==> src/rtl/pc_next_unit.sv <==
// rtl/pc_next_unit.sv - registered fetch-stage program counter with priority next-PC select
// Run/step/halt control for the debug unit plus a committed-advance counter.
module pc_next_unit #(
  parameter int                    DATA_WIDTH = 32,
  parameter logic [DATA_WIDTH-1:0] PC_INCR    = DATA_WIDTH'(4),
  parameter logic [DATA_WIDTH-1:0] RESET_PC   = '0
) (
  input  logic                  i_clk,
  input  logic                  i_reset,
  input  logic                  i_start,
  input  logic                  i_step_mode,
  input  logic                  i_step,
  input  logic                  i_stall,
  input  logic                  i_halt,
  input  logic                  i_branch_taken,
  input  logic                  i_jump_reg,
  input  logic                  i_jump,
  input  logic [DATA_WIDTH-1:0] i_pc_branch,
  input  logic [DATA_WIDTH-1:0] i_pc_reg,
  input  logic [DATA_WIDTH-1:0] i_pc_jump,
  output logic [DATA_WIDTH-1:0] o_pc,
  output logic [DATA_WIDTH-1:0] o_pc_incr,
  output logic                  o_advance,
  output logic [1:0]            o_state,
  output logic                  o_halted,
  output logic [DATA_WIDTH-1:0] o_adv_count
);

  typedef enum logic [1:0] {
    S_IDLE   = 2'b00,
    S_RUN    = 2'b01,
    S_STEP   = 2'b10,
    S_HALTED = 2'b11
  } state_t;

  localparam logic [DATA_WIDTH-1:0] LP_ONE = DATA_WIDTH'(1);

  state_t                r_state;
  logic                  r_halted;
  logic [DATA_WIDTH-1:0] r_pc;
  logic [DATA_WIDTH-1:0] r_adv_count;

  logic [DATA_WIDTH-1:0] w_pc_incr;
  logic [DATA_WIDTH-1:0] w_pc_next;
  logic                  w_advance;

  assign w_pc_incr = r_pc + PC_INCR;

  // A decoded halt blocks the advance, so the PC freezes on the halt instruction.
  always_comb begin
    w_advance = 1'b0;
    case (r_state)
      S_RUN:   w_advance = ~i_stall & ~i_halt;
      S_STEP:  w_advance = i_step & ~i_stall & ~i_halt;
      default: w_advance = 1'b0;
    endcase
  end

  always_comb begin
    w_pc_next = w_pc_incr;
    if (i_branch_taken)  w_pc_next = i_pc_branch;
    else if (i_jump_reg) w_pc_next = i_pc_reg;
    else if (i_jump)     w_pc_next = i_pc_jump;
  end

  always_ff @(posedge i_clk) begin
    if (i_reset) begin
      r_state     <= S_IDLE;
      r_halted    <= 1'b0;
      r_pc        <= RESET_PC;
      r_adv_count <= '0;
    end else begin
      if (w_advance) begin
        r_pc        <= w_pc_next;
        r_adv_count <= r_adv_count + LP_ONE;
      end
      // Mode is captured only on the start edge; HALTED is left only through reset.
      case (r_state)
        S_IDLE: begin
          if (i_start) r_state <= i_step_mode ? S_STEP : S_RUN;
        end
        S_RUN, S_STEP: begin
          if (i_halt) begin
            r_state  <= S_HALTED;
            r_halted <= 1'b1;
          end
        end
        default: r_state <= S_HALTED;
      endcase
    end
  end

  assign o_pc        = r_pc;
  assign o_pc_incr   = w_pc_incr;
  assign o_advance   = w_advance;
  assign o_state     = r_state;
  assign o_halted    = r_halted;
  assign o_adv_count = r_adv_count;

endmodule

==> config.mk <==
export PLATFORM = sky130hd
export DESIGN_NAME = pc_next_unit
export DESIGN_NICKNAME = d
export VERILOG_FILES = /design/src/rtl/pc_next_unit.sv
export SDC_FILE = /design/constraint.sdc
export NUM_CORES = 1
export LEC_CHECK = 0
export CAP_MARGIN = 10
export CORE_MARGIN = 1.5
export CORE_UTILIZATION = 30
export DETAILED_ROUTE_END_ITERATION = 8
export DONT_BUFFER_PORTS = 1
export SLEW_MARGIN = 20
export SYNTH_ARGS = -nofsm -noshare
export SYNTH_HDL_FRONTEND = slang
export SYNTH_SLANG_ARGS = --single-unit
==> constraint.sdc <==
create_clock -name i_clk -period 4.2 [get_ports i_clk]
set_input_delay 0.84 -clock i_clk [delete_from_list [all_inputs] [get_ports i_clk]]
set_output_delay 0.84 -clock i_clk [all_outputs]
set_load 0.02 [all_outputs]
==> impl_metrics.csv <==
group,metric,value,unit
status,outcome,"completed",
worst_setup_path,cp-start-kind,"flop",
cts,ctsHoldBuffers,0,
cts,ctsHtreeMaxLevel,3,
route,drtAntennaViolNets,0,
final_layout,final_common_cell,"dfxtp_1",
route,num_vias,4623,
cts,cts_setup_buffers,0,
final_layout,final_cell_mix,"67 x dfxtp_1, 49 x nand2_1, 48 x nor2_1",
sta,fmax,0.258,GHz
power,seqPwrFrac,41.7,%
sta,fin_skew,0.00756,ns
final_layout,final_layout_size_suffix_gt1_share,5.80,%
yosys,ys_types,59,
floorplan,row_count,44,
place,place.gp.congestion,0.879,
power,clkPwrFrac,40.7,%
sta,finalCritPeriodShare,92.2,%
sta,finalHoldViolCount,0,
final_layout,design_area,4870,um^2
final_layout,final.fill_count,1561,
place,dpl.hpwl,12200,um
global_routing,grt_max_degree,76,
global_routing,overflow,0,
power,comb_power_share,17.6,%
sta,period_needed,3.87,ns
cts,clkLatencyLatePin,0.33,ns
power,p_leak,1.52,nW
cts,clk_path_buf_depth,2,
route,first_pass_iters,5,
sta,maxSlewViolCount,0,
yosys,ys_warn_count,0,
yosys,synthesis.area,4450,um^2
place,pre_cts_ws,0.641,ns
worst_setup_path,critPathRequiredTime,3.36,ns
yosys,synth-main-ff-cell,"dfxtp_1",
yosys,ys_ff_latch,67,
cts,cts_buffers,9,
global_routing,grt_pass1_wl,25500,um
cts,tritoncts,"yes",
route,wirelength,16500,um
yosys,synth_edf_count,0,
global_routing,antenna_found_initial,1,
place,port_buffers,0,
yosys,synthesis.instances,589,
route,drc,0,
final_layout,multiInputGateArea,2830,um^2
cts,root_buffer,"clkbuf_16",
floorplan,io_pins,206,
worst_setup_path,cp_max_fo,8,
final_layout,final_net_count,676,
final_layout,instances_no_fill,754,
floorplan,die-area,15600,um^2
power,power,1.94,mW
yosys,yosysSeqAreaShare,30.1,%
cts,cts_resized,0,
sta,setup_tns,0,ns
global_routing,grt_pass1_vias,4617,
route,avgRoutedWirePerCell,21.9,um
floorplan,die_y,125,um
power,power_density,398,nW/um^2
power,power_switching,0.622,mW
route,viasPerCell,6.13,
power,switching_share,32.1,%
sta,setup_violations,0,
place,dp.cells,739,
sta,slew_headroom,40.8,%
floorplan,start_util,30.6,%
sta,rsz0062_at_grt,"no",
worst_setup_path,worst_setup_path_end_kind,"output port",
yosys,synth_area_per_cell,7.56,um^2
worst_setup_path,worstPathArrival,3.03,ns
floorplan,coreArea,14500,um^2
cts,clkSlewWorstSetupHoldPaths,0.06,ns
route,drt-initial-drc-count,361,
global_routing,track_usage,20.8,%
sta,final.setup.worst_slack,0.328,ns
cts,cts.sinks,67,
power,ir_worst_vdd,175,uV
hold_path,worstHoldPathType,"flop to flop",
place,place_area,4570,um^2
floorplan,die_w,125,um
yosys,synth_nets,699,
final_layout,area_growth,9.36,%
final_layout,regArea,1340,um^2
worst_setup_path,path_class,"flop to output port",
yosys,async_flop_share,0,%
power,intPower,1.31,mW
sta,worst_slew_pin_slew,0.880,ns
job,max_cap_viol_count,0,
-- metal layers --
layer | share of wire, % | GRT usage [%] | up-vias
met5 | 0 | 0 | -
met4 | 2.3 | 7.84 | 0
met3 | 10 | 8.72 | 25
met2 | 49 | 35.3 | 236
met1 | 39 | 23.1 | 2213
li1 | - | - | 2149
-- cell usage after synthesis (3+ instances only) --
cell type  count  area share, %
o22ai_1        7           0.98
nand3_1       22            2.5
nor2_1        48            4.0
dfxtp_1       67             30
buf_2          3           0.34
and3_1         7           0.98
or2_2          5           0.70
o211ai_1       3           0.51
o32ai_1        4           0.79
and4_1         4           0.79
nor4_1        19            2.7
a21oi_1       38            4.3
nor3_1        23            2.6
nor3b_1        3           0.51
xnor2_1       31            6.1
buf_1          3           0.25
a211oi_1       4           0.67
mux2i_1        8            1.8
a21o_1         3           0.51
o31ai_1       10            1.7
nand2b_1       9            1.3
a221oi_1       9            1.8
a221o_1        5            1.1
inv_1         25            2.1
o21ai_0       34            3.8
a22oi_1        5           0.84
or4_1         10            1.7
xor2_1        10            2.0
nor2b_1        5           0.70
a31oi_1        4           0.56
or3_1         16            2.2
clkbuf_1      33            2.8
o21a_1         3           0.51
nand2_1       49            4.1
o221ai_1       3           0.59
a311oi_1       6            1.2
ha_1           4            1.1
nand4_1       18            2.5
-- worst paths after layout --
path	cells past startpoint	start	to	slack (ns)
setup / recovery	5	o_pc[4]$_SDFFE_PP0P_	o_pc_incr[31]	0.33
hold / removal	2	o_adv_count[31]$_SDFFE_PP0P_	o_adv_count[31]$_SDFFE_PP0P_	0.59
setup reg to reg	7	o_state[1]$_SDFFE_PP0P_	o_adv_count[30]$_SDFFE_PP0P_	1.16
hold reg to reg	2	o_adv_count[31]$_SDFFE_PP0P_	o_adv_count[31]$_SDFFE_PP0P_	0.59
-- sequential cells by signal, summed over array words and instances (netlist names) --
| register | count |
|---|---|
| o_state | 2 |
| o_adv_count | 32 |
| o_pc | 32 |
| o_halted | 1 |
-- critical path, cell delays in order (launching register included) --
cell     delay, ns
dfxtp_1       0.58
nand4_1       0.35
nor4_1        0.83
or4bb_1       0.58
xor2_1        0.21
inv_1         0.15
-- layout make-up --
type	instances	share of cell area, %
clock inverters	3	1.34
flip-flops and latches	67	27.6
repair buffers	9	1.39
well taps	184	4.73
clock buffers	11	4.78
multi-input cells	454	58.2
inverters	25	1.93
diodes	1	0.0514
-- power by group through the flow --
stage / Clock (mW) / Sequential, mW / Combinational [mW]
global route: 0.835 / 0.815 / 0.377
global placement: 0 / 0.817 / 0.332
CTS: 0.807 / 0.806 / 0.341
detailed placement: 0 / 0.820 / 0.340
floorplan: 0 / 0.793 / 0.284
finish: 0.787 / 0.807 / 0.341
-- cells by family after synthesis --
family                     Yosys count  synth area share (%)
and+or+nand+nor                    247                  29.4
AOI/OAI and AO/OA                  153                  22.9
buffers and inverters               68                  6.33
DFF                                 67                  30.1
xor gates and xnor gates            41                  8.07
muxes                                9                  2.05
adders and majority gates            4                  1.12
-- through the flow --
stage | utilization, % | hold WS, ns
6_report | 33.5 | 0.587
5_1_grt | 33.5 | 0.570
4_1_cts | 33.5 | 0.569
3_5_place_dp | 31.4 | 0.569
3_3_place_gp | 31.4 | 0.563
2_1_floorplan | - | 0.551
(Power assumes the default switching activity.)
